==> src/rtl/o_buf_arb_pkg.sv <==
// rtl/o_buf_arb_pkg.sv - shared state encodings and width helpers for the output-pad arbiter
package o_buf_arb_pkg;

  localparam logic [1:0] ST_IDLE  = 2'd0;
  localparam logic [1:0] ST_GRANT = 2'd1;
  localparam logic [1:0] ST_TURN  = 2'd2;

  localparam int TURN_W = 4;

  function automatic int ptr_w(input int num_req);
    return (num_req < 2) ? 1 : $clog2(num_req);
  endfunction

  function automatic int hold_w(input int max_hold);
    return (max_hold < 1) ? 1 : $clog2(max_hold + 1);
  endfunction

endpackage

==> src/rtl/o_buf_arbiter_rr_pick.sv <==
// rtl/o_buf_arbiter_rr_pick.sv - combinational round-robin search starting just above the pointer
module rr_pick #(
  parameter int NUM_REQ = 4,
  parameter int PTR_W   = 2
) (
  input  logic [NUM_REQ-1:0] i_req,
  input  logic [PTR_W-1:0]   i_ptr,
  output logic [NUM_REQ-1:0] o_win,
  output logic [PTR_W-1:0]   o_win_idx,
  output logic               o_valid
);

  logic [PTR_W-1:0] w_cand;
  logic             w_found;

  // The pointer itself is visited last, so the previous winner has lowest priority.
  always_comb begin
    o_win     = '0;
    o_win_idx = '0;
    w_found   = 1'b0;
    w_cand    = '0;
    for (int k = 1; k <= NUM_REQ; k++) begin
      w_cand = PTR_W'((int'(i_ptr) + k) % NUM_REQ);
      if (!w_found && i_req[w_cand]) begin
        w_found       = 1'b1;
        o_win[w_cand] = 1'b1;
        o_win_idx     = w_cand;
      end
    end
    o_valid = w_found;
  end

endmodule

==> src/rtl/o_buf_arbiter.sv <==
// rtl/o_buf_arbiter.sv - round-robin owner of one output pad with bounded hold and OE turnaround
module o_buf_arbiter
  import o_buf_arb_pkg::*;
#(
  parameter int NUM_REQ    = 4,
  parameter int MAX_HOLD   = 16,
  parameter int TURNAROUND = 1
) (
  input  logic               CLK,
  input  logic               RST,
  input  logic [NUM_REQ-1:0] REQ,
  input  logic [NUM_REQ-1:0] DATA,
  input  logic [NUM_REQ-1:0] LAST,
  output logic [NUM_REQ-1:0] GNT,
  output logic               O,
  output logic               OE,
  output logic               BUSY
);

  localparam int PTR_W  = ptr_w(NUM_REQ);
  localparam int HOLD_W = hold_w(MAX_HOLD);
  localparam logic [HOLD_W-1:0] HOLD_LAST = HOLD_W'(MAX_HOLD - 1);
  localparam logic [TURN_W-1:0] TURN_LAST = TURN_W'(TURNAROUND - 1);
  localparam logic [PTR_W-1:0]  PTR_INIT  = PTR_W'(NUM_REQ - 1);

  if (NUM_REQ < 2 || NUM_REQ > 16) begin : g_bad_num_req
    $error("Error: o_buf_arbiter instance %m NUM_REQ=%0d outside legal range 2..16", NUM_REQ);
  end
  if (MAX_HOLD < 1 || MAX_HOLD > 256) begin : g_bad_max_hold
    $error("Error: o_buf_arbiter instance %m MAX_HOLD=%0d outside legal range 1..256", MAX_HOLD);
  end
  if (TURNAROUND < 0 || TURNAROUND > 15) begin : g_bad_turnaround
    $error("Error: o_buf_arbiter instance %m TURNAROUND=%0d outside legal range 0..15", TURNAROUND);
  end

  logic [1:0]         r_state;
  logic [NUM_REQ-1:0] r_gnt;
  logic               r_o;
  logic               r_oe;
  logic [PTR_W-1:0]   r_ptr;
  logic [HOLD_W-1:0]  r_hold;
  logic [TURN_W-1:0]  r_turn;

  logic [NUM_REQ-1:0] w_win;
  logic [PTR_W-1:0]   w_win_idx;
  logic               w_valid;
  logic               w_beat;
  logic               w_last;
  logic               w_data;
  logic               w_end;

  rr_pick #(
    .NUM_REQ (NUM_REQ),
    .PTR_W   (PTR_W)
  ) u_rr_pick (
    .i_req     (REQ),
    .i_ptr     (r_ptr),
    .o_win     (w_win),
    .o_win_idx (w_win_idx),
    .o_valid   (w_valid)
  );

  // GNT is one-hot, so masking with it ignores every non-owner input.
  assign w_beat = |(r_gnt & REQ);
  assign w_last = |(r_gnt & LAST);
  assign w_data = |(r_gnt & DATA);
  assign w_end  = !w_beat || w_last || (r_hold == HOLD_LAST);

  always_ff @(posedge CLK or negedge RST) begin
    if (!RST) begin
      r_state <= ST_IDLE;
      r_gnt   <= '0;
      r_o     <= 1'b0;
      r_oe    <= 1'b0;
      r_ptr   <= PTR_INIT;
      r_hold  <= '0;
      r_turn  <= '0;
    end else begin
      case (r_state)
        ST_IDLE: begin
          r_oe <= 1'b0;
          if (w_valid) begin
            r_gnt   <= w_win;
            r_ptr   <= w_win_idx;
            r_state <= ST_GRANT;
          end
        end
        ST_GRANT: begin
          if (w_beat) begin
            r_o  <= w_data;
            r_oe <= 1'b1;
          end
          if (!w_end) begin
            r_hold <= r_hold + 1'b1;
          end else begin
            r_hold <= '0;
            r_gnt  <= '0;
            if (TURNAROUND > 0) begin
              r_state <= ST_TURN;
              r_turn  <= '0;
              if (!w_beat) r_oe <= 1'b0;
            end else if (w_valid) begin
              // Zero turnaround: hand the pad over on this edge, OE untouched.
              r_gnt <= w_win;
              r_ptr <= w_win_idx;
            end else begin
              r_state <= ST_IDLE;
              if (!w_beat) r_oe <= 1'b0;
            end
          end
        end
        ST_TURN: begin
          r_oe <= 1'b0;
          if (r_turn == TURN_LAST) begin
            r_turn  <= '0;
            r_state <= ST_IDLE;
          end else begin
            r_turn <= r_turn + 1'b1;
          end
        end
        default: begin
          r_state <= ST_IDLE;
          r_gnt   <= '0;
          r_oe    <= 1'b0;
        end
      endcase
    end
  end

  assign GNT  = r_gnt;
  assign O    = r_o;
  assign OE   = r_oe;
  assign BUSY = (r_state == ST_GRANT) || (r_state == ST_TURN);

endmodule

==> config.mk <==
export PLATFORM = sky130hd
export DESIGN_NAME = o_buf_arbiter
export DESIGN_NICKNAME = d
export VERILOG_FILES = /design/src/rtl/o_buf_arb_pkg.sv /design/src/rtl/o_buf_arbiter_rr_pick.sv /design/src/rtl/o_buf_arbiter.sv
export SDC_FILE = /design/constraint.sdc
export NUM_CORES = 1
export LEC_CHECK = 0
export BUFFER_PORTS_ARGS = -buffer_cell sky130_fd_sc_hd__buf_4
export CAP_MARGIN = 20
export CORE_ASPECT_RATIO = 0.75
export CORE_MARGIN = 3
export CORE_UTILIZATION = 60
export CTS_CLUSTER_DIAMETER = 50
export DETAILED_ROUTE_END_ITERATION = 7
export PLACE_DENSITY = 0.89
export SKIP_LAST_GASP = 1
export SLEW_MARGIN = 20
export SYNTH_ARGS = -nofsm -noshare
export SYNTH_HDL_FRONTEND = slang
export SYNTH_SLANG_ARGS = --single-unit
export TNS_END_PERCENT = 30
==> constraint.sdc <==
create_clock -name CLK -period 4.6 [get_ports CLK]
set_input_delay 0.46 -clock CLK [delete_from_list [all_inputs] [get_ports CLK]]
set_output_delay 0.46 -clock CLK [all_outputs]
set_load 0.02 [all_outputs]
; After elaboration in Yosys (flattened, before gate mapping)
; Cells that the tools add are included.
; W data, S select, Z words.
[word_totals]
inputBits = 14
output_inout_bits = 7
word_cells = 101
reg_bits = 19
[op_classes]
n_eq_ne = 6
magnitude_cmp = 8
reduce_logical = 25
n_addsub = 6
muxes = 42
bitwise = 7
[op_table]
columns = cell, n
row1 = $mux W4, 7
row2 = $mux W1, 16
row3 = $mux W2, 7
row4 = $and A4 B4 Y4, 3
row5 = $lt A2 B3 Y1 const B, 4
row6 = $or A4 B4 Y4, 3
row7 = $pmux W4 S3, 1
row8 = $reduce_or A4 Y1, 3
row9 = $bmux W1 S2, 4
row10 = $demux W1 S2, 4
row11 = $ge A2 B1 Y1 const B, 4
row12 = $pmux W4 S2, 1
row13 = $logic_and A1 B1 Y1, 7
row14 = $pmux W2 S3, 1
row15 = $reduce_and A2 Y1, 3
row16 = $reduce_and A3 Y1, 2
row17 = $add A5 B1 Y5 const B, 1
row18 = $eq A5 B4 Y1 const B, 1
row19 = $mux W5, 1
row20 = $add A2 B1 Y2 const B, 2
row21 = $add A2 B2 Y2 const B, 2
row22 = $add A4 B1 Y4 const B, 1
row23 = $logic_not A1 Y1, 4
row24 = $logic_not A4 Y1, 1
row25 = other kinds (8), 11

; Depth between registers and ports, before layout
; Gate-level depths: netlist of run 1.
[depth]
word_depth = 15
depth_mapped = 9
mapped_depth_nobuf = 8

; Cells and area by module
; Synthesis of run 1 repeated with hierarchy kept, for this count alone.
[unflattened]
cells_unflattened = 158
hier_area_um2 = 1560.2
[by_module_without_submodules]
columns = mod, cells_per_inst, n_inst, area_each_um2, seq_area_each_um2
row1 = o_buf_arbiter, 90, 1, 1034.7, 478.0
row2 = rr_pick, 68, 1, 525.5, 0.0

; Worst setup path after synthesis of run 1
; Ideal clock, no wire load.
[synth_timing]
kind = reg-to-reg
from = reg r_ptr[0]
to = reg r_state[1]
setup_ns = 0.121
arrival_ns = 2.557
n_path_buf = 1
required_time_ns = 4.479
slack_ns = 1.922
synth_period_minus_slack_ns = 2.678
stages_incl_launch_ff = 9
path_cell_list = dfstp_2 > buf_6 > inv_1 > ha_1 > mux4_1 > or3_4 > o31ai_2 > nor2_1 > o22a_1
[synth_via]
elab_chain_cells = 15
elab_cells_between_ends = 24
classes_between = add/sub: 4 / eq/ne: 1 / mux: 12 / reduce/logical: 7
[synth_rtl]
columns = element, line_no
row1 = from (decl), o_buf_arbiter.sv:40  ; logic [PTR_W-1:0] r_ptr;
row2 = from (signal assigned), o_buf_arbiter.sv:84  ; r_ptr <= w_win_idx;
row3 = from (signal assigned), o_buf_arbiter.sv:105  ; r_ptr <= w_win_idx;
row4 = $add A2 B1 Y2, o_buf_arbiter_rr_pick.sv:23  ; w_cand = PTR_W'((int'(i_ptr) + k) % NUM_REQ);
row5 = $bmux W1 S2, o_buf_arbiter_rr_pick.sv:24  ; if (!w_found && i_req[w_cand]) begin
row6 = $mux W1 (implied by the code), o_buf_arbiter_rr_pick.sv:24
row7 = $mux W1, o_buf_arbiter_rr_pick.sv:24
row8 = $logic_not A1 Y1, o_buf_arbiter_rr_pick.sv:24
row9 = $logic_and A1 B1 Y1, o_buf_arbiter_rr_pick.sv:24
row10 = $mux W1, o_buf_arbiter_rr_pick.sv:24
row11 = $logic_not A1 Y1, o_buf_arbiter_rr_pick.sv:24
row12 = $logic_and A1 B1 Y1, o_buf_arbiter_rr_pick.sv:24
row13 = $mux W1, o_buf_arbiter_rr_pick.sv:24
row14 = $logic_not A1 Y1, o_buf_arbiter_rr_pick.sv:24
row15 = $logic_and A1 B1 Y1, o_buf_arbiter_rr_pick.sv:24
row16 = $mux W1 (*), o_buf_arbiter_rr_pick.sv:24
row17 = $ne A2 B1 Y1 (no line) (*), --
row18 = $reduce_and A3 Y1 (no line) (*), --
row19 = to (signal assigned), o_buf_arbiter.sv:71  ; r_state <= ST_IDLE;
row20 = to (signal assigned), o_buf_arbiter.sv:85  ; r_state <= ST_GRANT;
row21 = to (signal assigned), o_buf_arbiter.sv:99  ; r_state <= ST_TURN;
row22 = to (decl), o_buf_arbiter.sv:36  ; logic [1:0] r_state;
; Every way passes the cells marked *; elsewhere a longest branch is shown, timed or not. The select of a mux whose other input is x is not followed.
; A chain may end at the register's enable or synchronous reset.

; Worst setup path after layout of run 1
[layout_timing]
from = reg r_ptr[0]
to = reg r_gnt[2] (netlist: GNT[2])
[layout_via]
elab_chain_cells = 15
elab_cells_between_ends = 53
classes_between = add/sub: 4 / order compare: 8 / eq/ne: 1 / mux: 26 / bitwise: 3 / reduce/logical: 11
[layout_rtl]
columns = element, line_no
row1 = "parallel branches: the longest is 15 deep, another holds $lt A2 B3 Y1", --
row2 = to (signal assigned), o_buf_arbiter.sv:83  ; r_gnt <= w_win;
row3 = to (signal assigned), o_buf_arbiter.sv:104  ; r_gnt <= w_win;
row4 = to (decl), o_buf_arbiter.sv:37  ; logic [NUM_REQ-1:0] r_gnt;
; Parallel ways; which one is timed is not known. The select of a mux whose other input is x is not followed.

==> impl_metrics.toml, run 1 <==
[yosys]
ys_ff_latch = 19
synth.area.top_cells = "dfrtp_1 (30%), ha_1 (13%), mux4_1 (5.6%), a22oi_1 (4.8%), o21ai_0 (4.3%)"
ys_warn_count = 0
syn_nets = 170
syn_avg_cell_area_um2 = 9.97
syn_area_um2 = 1410
synth_top_area_frac = 0.302
ys_async_sr_fraction = 1.00
synth_cells = 141
synth_cell_types = 39
synth_top_area_cell = "dfrtp_1"
ys_seq_area_frac = 0.340
ys.flop_type = "dfrtp_1"
synth-edff-count = 0

[critical_path]
path_delay_family = "multiplexers"
max_stage_delay_ns = 0.77
crit_required_ns = 4.79
cp-start-kind = "flop"
cp_max_fo = 13
cp_slowest_cell = "mux4_1"
endpoint_kind = "flop"
arrival_ns = 3.31
critPathBufInv = 1
path_class = "reg -> reg"
crit_chain = "inv_1, ha_1, mux4_1, nor3_1, a221o_1, or2_2, o21ai_0"

[power]
power.internal_uw = 520
total_power_uw = 981
comb_power_share = 0.620
swShare = 0.470
leakagePower_uw = 0.000766
ir_worst_vdd_mv = 0.442
pwr-share-clk = 0.091
seqPwrFrac = 0.290
p_switching_uw = 461
p_per_area_nw_per_um2 = 607

[clock_tree]
cts_resized = 0
cts_made_buffers = 3
tritoncts = "yes"
cts.path.max_buffers = 2
htree_levels = 1
post-cts-setup-buffers = 0
clk_pin_slew_ns = 0.11
clock_latency_ns = 0.31
cts.sinks = 19
holdBufCountCts = 0
root_buffer = "clkbuf_4"

[timing]
clock_skew_ns = 0.00342
hold-worst-slack_ns = 0.482
fin_crit_sh = 0.678
finalMaxSlewViolations = 0
rsz0062_at_grt = "false"
hold_viol = 0
period_needed_ns = 3.12
worst_slew_pin_slew_ns = 0.768
fin_tns_setup_ns = 0
timing.slew.headroom = 0.483
setup_viol = 0
fmax_mhz = 320

[route]
vias_per_cell = 6.44
drc = 0
dr_total_vias = 1255
ant_nets = 0
postRouteWirelength_um = 3290
drtIter0Drc = 91
dr.pass1.iters = 4
wl_per_cell_um = 16.9

[placed_design]
place_inst = 190
hpwl_um = 2510
portBuffers = 20
gp_congestion = 0.813

[final_layout]
fin_cells = 195
final_cell_mix = "buf_4 (20), dfrtp_1 (17), ha_1 (15)"
drive_above_1_share = 0.215
syn2layout_area_growth_pct = 14.9
final_common_cell = "buf_4"
layout.nets = 193
antennaDiodeCount = 0

[worst_hold_path]
min_path_type = "in -> reg"

[global_route]
overflow = 0
grt_pass1_wl_um = 5060
grt_use_total = 0.237
grt_max_degree = 20
antenna_found_initial = 0
grt_pass1_vias = 1078

[run_status]
status = "finished clean"

[floorplan]
fp.coreArea_um2 = 2120
fp-row-count = 14
die_area_um2 = 2970
die_w_um = 61.9
start_util = 0.664
io_pins = 21
fp.dieH_um = 47.9

[flow_run]
maxCapViolCount = 0
==> path summary, 6_finish.rpt <==
check                           startpoint         to  slack (ns)  cells past startpoint
worst min-delay path               DATA[2]          O        0.48                      3
worst min register to register   r_hold[0]  r_hold[0]        0.53                      1
worst max-delay path              r_ptr[0]     GNT[2]        1.48                      7
worst max register to register    r_ptr[0]     GNT[2]        1.48                      7
max in group asynchronous              RST   r_ptr[0]        3.79                      2
min in group asynchronous              RST  r_hold[2]        0.55                      2
==> kinds of logic (layout without fill, tap and decap cells) <==
family / count (synthesis) / in the layout / synth area share
xor+xnor: 1 / 1 / 0.00623
buf+inv: 13 / 35 / 0.0400
flops: 19 / 19 / 0.340
fa+ha+maj: 15 / 15 / 0.133
simple gates: 40 / 40 / 0.147
mux: 8 / 8 / 0.101
compound gates: 45 / 45 / 0.233
==> cells in the mapped netlist (2+ instances only) <==
library cell  number
a21oi_1            3
a221o_2            4
a22oi_1            9
a31oi_1            2
and2_1             4
clkbuf_1           2
dfrtp_1           17
dfstp_2            2
ha_1              15
inv_1             10
mux2i_1            4
mux4_1             3
nand2_1           12
nand2b_1           6
nand3_1            3
nor2_1             5
nor3_1             3
o211ai_1           2
o21ai_0           12
o31ai_1            3
or2_2              2
==> tightest hold or removal path, cell delays in order <==
cell     delay [ns]
buf_4          0.08
a22oi_1        0.05
a31oi_1        0.16
==> final cells by class <==
type | count | area [µm²]
fill | 142 | 504
clock inverter | 1 | 5.00
inverter | 10 | 37.5
tap | 32 | 40.0
timing repair buffer | 21 | 160
clock buffer | 3 | 22.5
sequential | 19 | 478
multi-input combinational | 109 | 872
==> stage by stage <==
| stage | cell area, µm² | utilization | setup slack (ns) |
|---|---|---|---|
| 6_report | 1620 | 0.762 | 1.48 |
| 4_1_cts | 1610 | 0.757 | 1.51 |
| 3_3_place_gp | 1580 | 0.744 | 1.67 |
| 3_5_place_dp | 1580 | 0.744 | 1.54 |
| 2_1_floorplan | 1410 | - | 1.92 |
| 5_1_grt | 1620 | 0.762 | 1.27 |
==> routing by layer <==
metal / up-vias / track usage / part of all wire
li1: 581 / - / -
met1: 589 / 0.325 / 0.44
met2: 81 / 0.380 / 0.43
met3: 4 / 0.0647 / 0.12
met4: 0 / 0.0508 / 0.0082
met5: - / 0 / 0
==> power groups by stage <==
stage          logic, µW  clock network (µW)  registers [µW]
3_5_place_dp         595                   0             287
6_report             608                88.8             284
3_3_place_gp         567                   0             282
2_1_floorplan        446                   0             282
4_1_cts              599                90.4             283
5_1_grt              668                99.0             293
==> state kept, by name, summed over array words and instances (netlist names) <==
register,cells
r_turn,4
O,1
r_hold,5
GNT,4
r_ptr,2
OE,1
r_state,2
No activity file was read; power rests on OpenSTA's default activity.
==> run 2, diff against run 1 <==
CORE_UTILIZATION = 51   (was 60)
PLACE_DENSITY = 0.81   (was 0.89)
clock period = 2.7 ns   (was 4.6 ns; I/O delays follow)
==> run 2 against run 1 <==
Against the previous run: total power increased by 80%; core utilization decreased by 8.4 points; register-to-register slack got worse by 1.4 ns; setup slack got worse by 1.4 ns; sequential share of layout area decreased by 0.93 points; die area increased by 16%; global-route usage decreased by 3.5 points; cell count increased by 2.6%; maximum frequency increased by 20%; via count decreased by 0.72%; count of clock-buffer cells in the layout unchanged; largest cell class unchanged; highest routed layer unchanged.
==> impl_metrics.toml, run 2 (synthesized netlist as in run 1, its figures left out) <==
[clock_tree]
cts.path.max_buffers = 2
htree_levels = 1
cts_made_buffers = 3
clk_pin_slew_ns = 0.07
root_buffer = "clkbuf_8"
post-cts-setup-buffers = 0
cts.sinks = 19
tritoncts = "yes"
clock_latency_ns = 0.25

[critical_path]
path_class = "reg -> reg"
endpoint_kind = "flop"
arrival_ns = 2.75
cp_max_fo = 6
cp-start-kind = "flop"
rr_startpoint = "r_ptr[1]"
reg2reg_depth = 7
crit_required_ns = 2.84
crit_path_start = "r_ptr[1]"

[final_layout]
layout.nets = 196
final_cell_mix = "buf_4 (23), dfrtp_1 (17), ha_1 (14)"
syn2layout_area_growth_pct = 18.6
largest_reg_flops = 5
top_register = "r_hold"
final_common_cell = "buf_4"
fin_area_um2 = 1670
drive_above_1_share = 0.241
antennaDiodeCount = 0

[timing]
worst_slew_pin_slew_ns = 0.792
clock_skew_ns = 0.00501
fin_crit_sh = 0.965
fin_tns_setup_ns = 0
fmax_mhz = 384
finalMaxSlewViolations = 0
hold_viol = 0
hold-worst-slack_ns = 0.349
rsz0062_at_grt = "false"
timing.slew.headroom = 0.468
period_needed_ns = 2.61
setup_viol = 0

[placed_design]
gp_congestion = 0.885
hpwl_um = 2500
placed_area_um2 = 1600
portBuffers = 20

[power]
power.internal_uw = 983
leakagePower_uw = 0.000784
comb_power_share = 0.639
pwr-share-clk = 0.111
p_switching_uw = 783
swShare = 0.443
ir_worst_vdd_mv = 0.592
seqPwrFrac = 0.251
p_per_area_nw_per_um2 = 1060

[global_route]
antenna_found_initial = 0
grt_pass1_wl_um = 5310
grt_pass1_vias = 1166
grt_max_degree = 20
grt_use_total = 0.203
overflow = 0

[route]
drtIter0Drc = 87
postRouteWirelength_um = 3180
wl_per_cell_um = 15.9
dr.pass1.iters = 4
vias_per_cell = 6.23
drc = 0
ant_nets = 0
dr_total_vias = 1246

[worst_hold_path]
hp-start = "DATA[3]"
holdPathStages = 3
min_path_type = "in -> reg"

[floorplan]
die_w_um = 66.6
fp.dieH_um = 51.5
fp-row-count = 15
start_util = 0.572
io_pins = 21
fp.coreArea_um2 = 2460
die_area_um2 = 3430

[run_status]
status = "finished clean"

[flow_run]
maxCapViolCount = 0
[run 2: cell count changes in the layout (fill, tap and decap cells not counted)]
cell and delta:
clkbuf_8 +3, buf_4 +3, clkbuf_4 -3, ha_4 +1, mux4_1 -1, mux4_2 +1
ha_1 -1
[run 2: area by class of cell]
cell class | instances | area, µm²
multi-input cells | 109 | 881
fillers | 193 | 791
flip-flops and latches | 19 | 478
repair buffers | 24 | 183
well taps | 34 | 42.5
clock buffers | 3 | 41.3
inverters | 10 | 37.5
clock inverters | 1 | 5.00
[run 2: routing by layer]
metal | share of wire | track usage | vias to the layer above
li1 | - | - | 587
met1 | 0.45 | 0.281 | 600
met2 | 0.45 | 0.327 | 57
met3 | 0.092 | 0.0505 | 2
met4 | 0.0019 | 0.0270 | 0
met5 | 0 | 0 | -
[run 2: per-stage QoR]
| stage | utilization | setup WS [ns] | std cells | power, µW |
|---|---|---|---|---|
| 4_1_cts | 0.680 | 0.0297 | 200 | 1760 |
| 5_1_grt | 0.678 | 0.0237 | 200 | 1930 |
| 6_report | 0.678 | 0.0946 | 200 | 1770 |
| 3_5_place_dp | 0.652 | -0.0247 | 195 | 1530 |
| 3_3_place_gp | 0.652 | 0.128 | 195 | 1490 |
| 2_1_floorplan | - | 0.0220 | 141 | 1240 |
[run 2: worst paths after layout]
check | end | slack, ns
min in group asynchronous | r_turn[3] | 0.42
worst max-delay path | r_state[1] | 0.09
worst max register to register | r_state[1] | 0.09
worst min register to register | r_hold[0] | 0.52
max in group asynchronous | r_ptr[0] | 2.02
worst min-delay path | O | 0.35
[run 2: what timing repair did]
item,CTS,global route
setup endpoints to repair,1,6
hold endpoints to repair,17,0
hold buffers,1,0
resized for setup,1,1
[run 2: power by group through the flow]
stage                     logic (µW)  clock network (µW)  registers [µW]
after floorplan                  760                   0             481
after global placement          1050                   0             439
after detailed placement        1090                   0             446
after CTS                       1120                 197             441
after global routing            1260                 214             455
final                           1130                 195             442
[run 2: worst max-delay path, cell delays in order (launching register included)]
cell and delay (ns):
dfstp_2 0.53, inv_1 0.12, ha_4 0.33, mux4_2 0.53
or3_4 0.39, o31ai_2 0.25, nor2_1 0.12, o22a_1 0.20
==> run 3, diff against run 2 <==
CELL_PAD_IN_SITES_DETAIL_PLACEMENT = 0   (was unset)
CELL_PAD_IN_SITES_GLOBAL_PLACEMENT = 1   (was unset)
CORE_UTILIZATION = 39   (was 51)
PLACE_DENSITY = 0.8   (was 0.81)
SKIP_CTS_REPAIR_TIMING = 1   (was unset)
==> run 3 against run 2 <==
Against the previous run: non-clock buffer count is 3 higher; critical endpoint unchanged; first-iteration DRC count is 1.1% lower; core utilization down 18 points; total power is 0.65% higher; critical path depth stayed put; clock skew barely moved; sequential cell count did not move.
==> impl_metrics.toml, run 3 (synthesized netlist as in run 1, its figures left out) <==
[timing]
setup_viol = 0
hold_viol = 0
finalMaxSlewViolations = 0
fmax_mhz = 388
fin_tns_setup_ns = 0
fin_crit_sh = 0.954
worst_slew_pin_slew_ns = 0.471
rsz0062_at_grt = "false"
clock_skew_ns = 0.00455
period_needed_ns = 2.58
timing.slew.headroom = 0.685

[power]
p_per_area_nw_per_um2 = 1050
power.internal_uw = 995
seqPwrFrac = 0.256
swShare = 0.440
p_switching_uw = 782
comb_power_share = 0.636
leakagePower_uw = 0.000799
total_power_uw = 1780
pwr-share-clk = 0.108
ir_worst_vdd_mv = 0.403

[run_status]
status = "finished clean"

[placed_design]
portBuffers = 20
gp_congestion = 0.878
hpwl_um = 2440

[floorplan]
fp.dieH_um = 58.0
die_w_um = 75.3
fp-row-count = 18
start_util = 0.416
io_pins = 21
fp.coreArea_um2 = 3380
die_area_um2 = 4370

[final_layout]
layout.nets = 199
largest_reg_flops = 5
antennaDiodeCount = 0
final_common_cell = "buf_4"
top_register = "r_hold"
syn2layout_area_growth_pct = 20.2
drive_above_1_share = 0.254
fin_util = 0.500
final_cell_mix = "buf_4 (26), dfrtp_1 (17), ha_1 (15)"
nFillCells = 317

[global_route]
antenna_found_initial = 0
grt_pass1_wl_um = 5510
grt_pass1_vias = 1165
grt_use_total = 0.165
grt_max_degree = 20
overflow = 0

[route]
drtIter0Drc = 86
vias_per_cell = 5.85
ant_nets = 0
dr.pass1.iters = 4
drc = 0
dr_total_vias = 1223
wl_per_cell_um = 15.3
postRouteWirelength_um = 3190

[critical_path]
arrival_ns = 2.71
crit_required_ns = 2.84
cp_max_fo = 8
endpoint_kind = "flop"
path_delay_family = "flip-flops"
rr_startpoint = "r_ptr[1]"
cp-start-kind = "flop"
max_stage_delay_ns = 0.61
crit_path_start = "r_ptr[1]"
cp_slowest_cell = "dfstp_2"
critPathBufInv = 1
crit_chain = "inv_1, ha_1, mux4_2, or3_4, o31ai_2, nor2_1, o22a_1"
path_class = "reg -> reg"

[clock_tree]
cts.path.max_buffers = 2
root_buffer = "clkbuf_8"
tritoncts = "yes"
htree_levels = 1
cts.sinks = 19
cts_made_buffers = 3
clk_pin_slew_ns = 0.07
clock_latency_ns = 0.25

[worst_hold_path]
hp-start = "DATA[2]"
min_path_type = "in -> reg"

[flow_run]
maxCapViolCount = 0
## run 3: cell count changes in the layout (fill, tap and decap cells not counted), sizes merged
cell	previous run	this run
buf	23	26
## run 3: final timing paths
| path | endpoint | slack (ns) | cells past startpoint |
|---|---|---|---|
| setup reg to reg | r_state[1] | 0.12 | 7 |
| setup / recovery | r_state[1] | 0.12 | 7 |
| hold reg to reg | r_hold[0] | 0.51 | 1 |
| max in group asynchronous | r_ptr[1] | 2.00 | 2 |
| min in group asynchronous | r_hold[2] | 0.42 | 2 |
| hold / removal | O | 0.35 | 3 |
## run 3: worst register-to-register path: cells and delay by family (launching register included)
family	cells	cell delay (ns)
muxes	1	0.56
DFF	1	0.61
AOI/OAI and AO/OA	2	0.41
adders and majority gates	1	0.32
buffers and inverters	1	0.08
and+or+nand+nor	2	0.49
## run 3: layout make-up
| type | instances | area, µm² | area share |
|---|---|---|---|
| multi-input cells | 109 | 873 | 0.517 |
| flip-flops and latches | 19 | 478 | 0.283 |
| repair buffers | 27 | 205 | 0.121 |
| well taps | 40 | 50.0 | 0.0296 |
| clock buffers | 3 | 41.3 | 0.0244 |
| inverters | 10 | 37.5 | 0.0222 |
| clock inverters | 1 | 5.00 | 0.00296 |
## run 3: per-layer routing
metal / wire [µm] / GRT usage / part of all wire
met1: 1500 / 0.228 / 0.47
met2: 1450 / 0.252 / 0.46
met3: 206 / 0.0433 / 0.065
met4: 30 / 0.0524 / 0.0094
met5: 0 / 0 / 0
## run 3: per-stage QoR
| step | cells | area, µm² | worst slack [ns] | hold WS (ns) |
|---|---|---|---|---|
| 2_1_floorplan | 141 | 1410 | 0.0220 | -0.0256 |
| 3_3_place_gp | 204 | 1630 | 0.166 | 0.161 |
| 3_5_place_dp | 204 | 1630 | 0.0855 | 0.160 |
| 4_1_cts | 208 | 1680 | 0.0764 | -0.114 |
| 5_1_grt | 209 | 1690 | 0.0233 | 0.393 |
| 6_report | 209 | 1690 | 0.123 | 0.349 |
## run 3: power groups by stage
stage	clock network [µW]	registers [µW]	logic, µW
final	192	455	1130
after global routing	214	468	1270
after CTS	200	455	1120
after detailed placement	0	460	1110
after global placement	0	452	1090
after floorplan	0	481	760
